**config.mk**
```make
export PLATFORM = sky130hd
export DESIGN_NAME = traceback_unit
export DESIGN_NICKNAME = d
export VERILOG_FILES = /design/src/rtl/viterbi_pkg.sv /design/src/rtl/traceback_unit.sv
export SDC_FILE = /design/constraint.sdc
export NUM_CORES = 1
export LEC_CHECK = 0
export CORE_MARGIN = 2
export CORE_UTILIZATION = 48
export CTS_CLUSTER_DIAMETER = 80
export DETAILED_ROUTE_END_ITERATION = 16
export GPL_TIMING_DRIVEN = 0
export PLACE_DENSITY = 0.78
export SYNTH_ARGS = -nofsm -noshare
export SYNTH_HDL_FRONTEND = slang
export SYNTH_SLANG_ARGS = --single-unit
```
**constraint.sdc**
```tcl
create_clock -name clk -period 1.4 [get_ports clk]
set_input_delay 0.28 -clock clk [delete_from_list [all_inputs] [get_ports clk]]
set_output_delay 0.28 -clock clk [all_outputs]
set_load 0.02 [all_outputs]
```
**src/rtl/viterbi_pkg.sv**
```systemverilog
// rtl/viterbi_pkg.sv - shared constants, types and helpers for the Viterbi traceback path
//
// Purpose: default code/memory dimensions, the trellis predecessor rule,
// modulo-D row-pointer decrement and the traceback FSM encoding.
package viterbi_pkg;

    localparam int K  = 5;              // constraint length
    localparam int M  = K - 1;          // state register width
    localparam int S  = 1 << M;         // number of trellis states
    localparam int D  = 10;             // survivor memory depth (traceback length), D >= 2
    localparam int SW = $clog2(S);      // read-state index width
    localparam int TW = $clog2(D);      // survivor row pointer width
    localparam int FW = $clog2(D + 1);  // fill counter width, must hold the value D

    typedef logic [M-1:0]  state_t;
    typedef logic [TW-1:0] ptr_t;

    typedef enum logic [1:0] {
        IDLE,
        TRACE,
        EMIT
    } tb_state_e;

    // Walking backward, the older state is the current state shifted up
    // with the stored decision bit entering at the LSB.
    function automatic state_t prev_state(state_t s, bit b);
        return {s[M-2:0], b};
    endfunction

    // Row pointer decrement that wraps from 0 to D-1.
    function automatic ptr_t ptr_dec(ptr_t p);
        return (p == '0) ? ptr_t'(D - 1) : p - ptr_t'(1);
    endfunction

endpackage

```
**src/rtl/traceback_unit.sv**
```systemverilog
// rtl/traceback_unit.sv - Viterbi traceback: walks survivor rows backward and emits one decoded bit per request
//
// Purpose: on each accepted tb_start, starts at start_state on the newest
// row (wr_ptr-1) and follows D-1 survivor decisions back through the
// memory, one read per clock, then emits the input bit of the oldest row.
// Build option: TB_OVERRUN_CNT_EN adds a saturating overrun event counter.
//
// Ports:
//   clk, rst      clock, synchronous active-high reset
//   tb_start      traceback request (ignored and flagged while busy)
//   start_state   best state at the newest step, sampled with tb_start
//   wr_ptr        survivor write pointer (one past newest row), sampled with tb_start
//   rd_state      survivor memory read state (registered)
//   rd_time       survivor memory read row (registered)
//   surv_bit      combinational survivor decision for (rd_state, rd_time)
//   busy          high while tracing
//   out_valid     one-cycle pulse, out_bit valid (suppressed during warm-up)
//   out_bit       decoded bit, held between emissions
//   overrun       one-cycle pulse after a tb_start seen while tracing
//   overrun_cnt   saturating overrun count (TB_OVERRUN_CNT_EN only)
module traceback_unit
    import viterbi_pkg::*;
(
    input  logic          clk,
    input  logic          rst,
    input  logic          tb_start,
    input  logic [M-1:0]  start_state,
    input  logic [TW-1:0] wr_ptr,
    output logic [SW-1:0] rd_state,
    output logic [TW-1:0] rd_time,
    input  logic          surv_bit,
    output logic          busy,
    output logic          out_valid,
    output logic          out_bit,
`ifdef TB_OVERRUN_CNT_EN
    output logic [7:0]    overrun_cnt,
`endif
    output logic          overrun
);

    localparam logic [TW-1:0] STEP_LAST = TW'(D - 2);

    tb_state_e fsm_q, fsm_d;
    state_t    sst_q, sst_d;
    ptr_t      t_q, t_d;
    logic [TW-1:0] step_q, step_d;
    logic [FW-1:0] fill_q, fill_d;
    logic      out_valid_q, out_valid_d;
    logic      out_bit_q, out_bit_d;
    logic      overrun_q, overrun_d;
    logic      accept;
    state_t    trace_state;

    // EMIT accepts a request just like IDLE, so back-to-back traces lose no cycle.
    assign accept      = tb_start && (fsm_q != TRACE);
    assign trace_state = prev_state(sst_q, surv_bit);

    always_ff @(posedge clk) begin
        if (rst) begin
            fsm_q       <= IDLE;
            sst_q       <= '0;
            t_q         <= '0;
            step_q      <= '0;
            fill_q      <= '0;
            out_valid_q <= 1'b0;
            out_bit_q   <= 1'b0;
            overrun_q   <= 1'b0;
        end else begin
            fsm_q       <= fsm_d;
            sst_q       <= sst_d;
            t_q         <= t_d;
            step_q      <= step_d;
            fill_q      <= fill_d;
            out_valid_q <= out_valid_d;
            out_bit_q   <= out_bit_d;
            overrun_q   <= overrun_d;
        end
    end

    always_comb begin
        fsm_d = fsm_q;
        case (fsm_q)
            IDLE:    if (tb_start) fsm_d = TRACE;
            TRACE:   if (step_q == STEP_LAST) fsm_d = EMIT;
            EMIT:    fsm_d = tb_start ? TRACE : IDLE;
            default: fsm_d = IDLE;
        endcase
    end

    always_comb begin
        sst_d       = sst_q;
        t_d         = t_q;
        step_d      = step_q;
        fill_d      = fill_q;
        out_valid_d = 1'b0;
        out_bit_d   = out_bit_q;
        overrun_d   = tb_start && (fsm_q == TRACE);

        if (accept) begin
            sst_d  = start_state;
            t_d    = ptr_dec(wr_ptr);
            step_d = '0;
            fill_d = (fill_q == FW'(D)) ? fill_q : fill_q + 1'b1;
        end

        if (fsm_q == TRACE) begin
            sst_d  = trace_state;
            t_d    = ptr_dec(t_q);
            step_d = step_q + 1'b1;
            // Output registers load on the edge into EMIT so they are visible during EMIT.
            if (fsm_d == EMIT) begin
                out_valid_d = (fill_q == FW'(D));
                out_bit_d   = trace_state[M-1];
            end
        end
    end

    assign busy      = (fsm_q == TRACE);
    assign rd_state  = sst_q;
    assign rd_time   = t_q;
    assign out_valid = out_valid_q;
    assign out_bit   = out_bit_q;
    assign overrun   = overrun_q;

`ifdef TB_OVERRUN_CNT_EN
    logic [7:0] ovr_cnt_q;

    always_ff @(posedge clk) begin
        if (rst) begin
            ovr_cnt_q <= '0;
        end else if (overrun_d && (ovr_cnt_q != 8'hFF)) begin
            ovr_cnt_q <= ovr_cnt_q + 8'd1;
        end
    end

    assign overrun_cnt = ovr_cnt_q;
`endif

endmodule

```
; ---- Word level (Yosys, flattened, before mapping)
; Index checks and enable logic that the tools add are counted.
[totals]
wordCells = 42
regBits = 21
output_inout_bits = 12
in_bits = 12
[op_classes]
n_bitwise = 3
reduce_logical = 9
n_eq_ne = 6
add_sub_neg = 4
mux = 12
[ops]
columns = op, n
row1 = 2-to-1 mux 4 bit, 8
row2 = adder 4 x 1 -> 4 bit (second input constant), 2
row3 = == test 4 bit (second input constant), 2
row4 = logical NOT 4 bit, 2
row5 = subtractor 4 x 1 -> 4 bit (second input constant), 2
row6 = case mux 2 bit (3 select lines), 1
row7 = == test 2 bit (second input constant), 2
row8 = 2-to-1 mux 2 bit, 2
row9 = AND reduction 2 bit, 2
row10 = inverter 1 bit, 3
row11 = OR reduction 3 bit, 1
row12 = == test 2 x 1 -> 1 bit (second input constant), 1
row13 = logical AND 1 bit, 2
row14 = logical NOT 2 bit, 1
row15 = inequality test 2 x 1 -> 1 bit (second input constant), 1
row16 = nonzero test 2 bit, 1
row17 = 2-to-1 mux 1 bit, 1

; ---- Logic depth before layout (Yosys ltp)
[logic_depth]
depth_word = 6
mapped_depth = 6
mapped_depth_nobuf = 6

; ---- Least setup slack after synthesis
; No wires, ideal clock.
[synth_timing]
path_kind = reg-to-reg
from = register fill_q[0]
to = register fill_q[1]
arrival_ns = 1.106
required_time_ns = 1.329
path_stages_with_launch = 7
slack_ns = 0.223
setup_ns = 0.071
synth_period_minus_slack_ns = 1.177
n_path_buf = 0
cell_sequence = dfxtp_1 inv_1 ha_1 nand3b_1 nand3_1 or2_1 a21oi_1
[synth_between]
elab_chain_cells = 3
elab_cells_between_ends = 4
classes_between = 1 x add/sub / 1 x eq/ne / 1 x bitwise / 1 x reduce/logical
[synth_lines]
columns = item, line_no
row1 = start: declaration, traceback_unit.sv:47  ; logic [FW-1:0] fill_q, fill_d;
row2 = start signal: assignment, traceback_unit.sv:73  ; fill_q <= fill_d;
row3 = branches (longest 3 deep; another with adder 4 x 1 -> 4 bit), n/a
; Several ways; the timed one is not identified.
; A chain may end at the register's enable or synchronous reset.

; ---- Worst setup path in the final report
[layout_timing]
from = register fsm_q[0]
to = register fill_q[3]
[layout_between]
elab_chain_cells = 3
[layout_lines]
columns = item, line_no
row1 = start: declaration, traceback_unit.sv:43  ; tb_state_e fsm_q, fsm_d;
row2 = start signal: assignment, traceback_unit.sv:69  ; fsm_q <= fsm_d;
row3 = inequality test 2 x 1 -> 1 bit, traceback_unit.sv:55  ; assign accept = tb_start && (fsm_q != TRACE);
row4 = logical AND 1 bit, traceback_unit.sv:55
row5 = AND reduction 2 bit (no source line), n/a
; Every way passes these cells.

==> results by stage <==
Run status:
- The flow ran to the end, and the final reports show no timing, DRC or antenna violations.

Place:
- Timing analysis after detailed placement gives a worst setup slack of -0.1897 ns.
- Summed over all nets, the half-perimeter wirelength after detailed placement is 1561 um.
- Buffers placed on the I/O ports in this run total 22.
- The global placement routability congestion is 0.8126.

Cells and area:
- The share of cells above drive strength 1 is 0.1479.
- For this run, the post-layout net count is 159.
- The post-layout utilization of the core is 0.6735.
- The repair_antennas step left the layout with diodes totalling 0.
- The area growth from synthesis to layout is 31.18%.

Die:
- The die is ~50 um wide.
- The number of top-level pins is 24.
- The total area inside the core boundary comes to 0.001962 sq mm.
- The total die area is 0.002481 sq mm.
- The die extent in y is between 40 and 50 um.
- The count of standard-cell rows is 16.
- For this configuration, the core starts out at a cell density of 0.5134.

Pwr:
- Of the total power, registers draw 0.540.
- Of the total power, combinational logic draws 0.216.
- The share of total power dissipated in the clock network is 0.244.
- The power density of the placed cells is 933.3 mW/mm^2.
- The switching part of the total power is 0.2997.
- IR analysis of the VDD net gives a maximum drop of 724.7 uV.
- Summed over all nets, the switching power comes to 0.3696 mW.
- The cell internal power dissipation is 0.8636 mW.
- After layout, the design draws a total of 1.233 mW.
- For this design the static power due to leakage is approximately 0.54 nW.

Synth:
- Summing every instance area after synthesis gives 0.001007 sq mm.
- Yosys instantiated no cell more often than dfxtp_1.
- The commonest cells after synthesis are dfxtp_1, nand2_1, nor2_1.
- After synthesis, the cell types taking the most area are dfxtp_1, ha_1, a211oi_1, nand2_1, mux2i_1.
- Of all cell types, the one taking the most synthesized area is dfxtp_1.
- In the synthesized netlist the async set-or-reset flop fraction comes to 0.
- The synthesized design contains 0 enable-type register cells.
- The cell count after synthesis is approximately 110.
- The post-synth net total is 130.
- The post-synthesis sequential area ratio is 0.4174.
- The top cell type's share of synthesized area is 0.4174.
- Among all flip-flop cells after synthesis, the most frequent one is dfxtp_1.
- The synthesized design contains 21 register bits.
- After synthesis, the mean cell area works out to 8.835 sq um.
- The number of different library cells in the post-synthesis netlist is 33.
- Yosys printed 0 warnings.

Routing:
- After detailed routing, the number of vias per cell comes to 5.231.
- In the routed design, unresolved DRC markers number 0.
- Across all layers, the routed design uses 884 vias.
- The initial DRC count is 12.
- The final routed wire length divided by cell count is 12.66 um.
- The final routed wirelength across all metal layers is 2140 um.
- Once detail routing completed, the nets flagged for antenna violations numbered 0.
- The pre-antenna-repair detailed-routing pass consisted of 4 iterations.

Critical path:
- The sort of element at the end of the critical path is a flop.
- The endpoint identified for the worst register-to-register timing path is fill_q[3]$_SDFFE_PP0P_.
- The startpoint identified for the worst register-to-register timing path is fsm_q[0]$_SDFF_PP0_.
- The critical path is of the flop to flop type.
- The number of cells on the worst reg-to-reg path is 7.
- STA classifies the critical path startpoint as a flop.
- The largest fanout on the critical path is 10.
- The critical path data required time is 1.59 ns.
- At the worst endpoint, the arrival time is 1.55 ns.
- For flop-to-flop paths, the worst setup slack is 0.05 ns.

Clock tree:
- The clock net sink count is 21.
- After clock tree synthesis, the clock-pin slew on the worst setup and hold paths is 0.13 ns.
- The library cell used as clock root buffer is clkbuf_4.
- In this run, CTS created clock tree buffers numbering 3.
- The later pin in the worst-skew pair is clocked with a latency of about 0.3 ns.
- The total of hold buffers inserted after clock tree synthesis is 0.
- TritonCTS built the clock tree.
- The number of H-tree levels is 1.
- The clock passes through at most 2 buffers.

Timing:
- Hold is met by 0.3816 ns.
- The maximum clock frequency is between 700 and 800 MHz.
- The time the worst path needs with I/O delays and setup is 1.354 ns.
- Adding up every negative setup slack in the final design gives 0 ns.
- The final hold violation count came to 0.
- The final clock period utilization by the worst path is 0.9672.
- Setup violations remaining at the end of the flow were counted as 0.
- The slew at the pin closest to its max-slew limit is 0.5157 ns.
- The final max-slew violation count is 0.
- The worst clock skew is 0.004321 ns.
- The worst path meets setup with 0.04593 ns of slack.
- The worst relative slew slack is 0.6562.

GRT:
- The total routing usage reported by global routing is 0.1863.
- The via count of the first global-routing pass is 800.
- The maximum number of pins on one net before global-route repair is 13.
- The global-route wire length before repair is 3519 um.
- The total overflow left after global routing is 0.
- The number of antenna violations at the first check in global routing was 0.

Job:
- The number of max-capacitance violations reported is 0.

Min path:
- The path with the worst hold slack has its endpoint at step_q[1]$_SDFFE_PP0P_.
- The cell depth of the worst min-delay path is 3.
- The startpoint of the tightest hold check path is tb_start.
- The path class of the tightest hold or removal check is input pin to flop.
[through the flow]
| step | instances | area (sq um) |
|---|---|---|
| after global placement | 163 | 1261 |
| after floorplan | 114 | 1007 |
| final | 169 | 1321 |
| after CTS | 167 | 1281 |
| after global routing | 169 | 1321 |
| after detailed placement | 163 | 1261 |
[per-layer routing]
| metal | global-route usage | vias to the layer above | share of wire |
|---|---|---|---|
| li1 | - | 461 | - |
| met1 | 0.2481 | 407 | 0.47 |
| met2 | 0.3000 | 14 | 0.49 |
| met3 | 0.02727 | 2 | 0.030 |
| met4 | 0.07870 | 0 | 0.0070 |
| met5 | 0 | - | 0 |
[cell type report]
class	instances	area, sq um
Multi-Input combinational cell	82	541.8
Clock buffer	3	22.52
Sequential cell	21	424.2
Inverter	4	27.53
Clock inverter	1	5.005
Tap cell	27	33.78
Fill cell	184	640.6
Buffer	7	43.79
Timing Repair Buffer	24	222.7
[how the worst max path moves through the flow]
stage | start | end | slack [ns] | cells after the start
floorplan | fill_q[0]$_SDFFE_PP0P_ | fill_q[1]$_SDFFE_PP0P_ | 0.22 | 6
global placement | wr_ptr[0] | rd_time[3]$_SDFFE_PP0P_ | -0.11 | 5
detailed placement | wr_ptr[0] | rd_time[3]$_SDFFE_PP0P_ | -0.19 | 5
CTS | fsm_q[1]$_SDFF_PP0_ | busy | -0.006 | 4
global route | fsm_q[0]$_SDFF_PP0_ | rd_time[3]$_SDFFE_PP0P_ | -0.0006 | 6
finish | fsm_q[0]$_SDFF_PP0_ | fill_q[3]$_SDFFE_PP0P_ | 0.05 | 7
[logic make-up after synthesis]
group,after synthesis,share of synthesized area
compound gates,22,0.1429
mux,4,0.03975
flops,21,0.4174
xor+xnor,5,0.04348
simple gates,47,0.2435
fa+ha+maj,4,0.04969
buf+inv,11,0.06335
[flip-flops by register name (all words and copies together), names as in the netlist]
register,count
out_bit,1
out_valid,1
overrun,1
rd_time,4
fill_q,4
fsm_q,2
rd_state,4
step_q,4
[timing repair]
item                                    CTS  global route
resized for setup                        18             9
buffers inserted                          0             2
endpoints found under the setup margin   12             6
[critical path, cell delays in order, from the launching register on]
cell and delay (ns):
dfxtp_1 0.40, nand2b_4 0.06, buf_6 0.12, buf_4 0.16, buf_4 0.17, nand3_1 0.10
xor2_1 0.17, nor2_1 0.05
[power by group through the flow]
| stage | combinational [mW] | sequential, mW | clock [mW] |
|---|---|---|---|
| CTS | 0.260 | 0.663 | 0.306 |
| finish | 0.266 | 0.666 | 0.301 |
| global placement | 0.265 | 0.676 | 0 |
| floorplan | 0.131 | 0.701 | 0 |
| global route | 0.290 | 0.674 | 0.335 |
| detailed placement | 0.272 | 0.678 | 0 |
[placed cells by master, fill, tap and decap left out, drive strengths merged]
master,Yosys,final
dfxtp,21,21
nand2,11,11
nor2,10,10
clkdlybuf4s50,0,10
dlygate4sd2,0,8
buf,5,8
a211oi,6,6
nand3b,5,5
a21oi,5,5
clkbuf,2,5
xor2,4,4
mux2i,4,4
nor3,4,4
ha,4,4
o21ai,4,4
nand3,4,4
inv,3,3
a31oi,3,3
clkdlybuf4s15,0,3
nand4,2,2
or2,2,2
nor2b,2,2
nor4,2,2
a21o,2,2
nand2b,2,2
clkinv,1,2
nor3b,1,1
xnor2,1,1
o211ai,1,1
or3,1,1
a221oi,1,1
and3,1,1
Power figures use the tool's default switching activity.
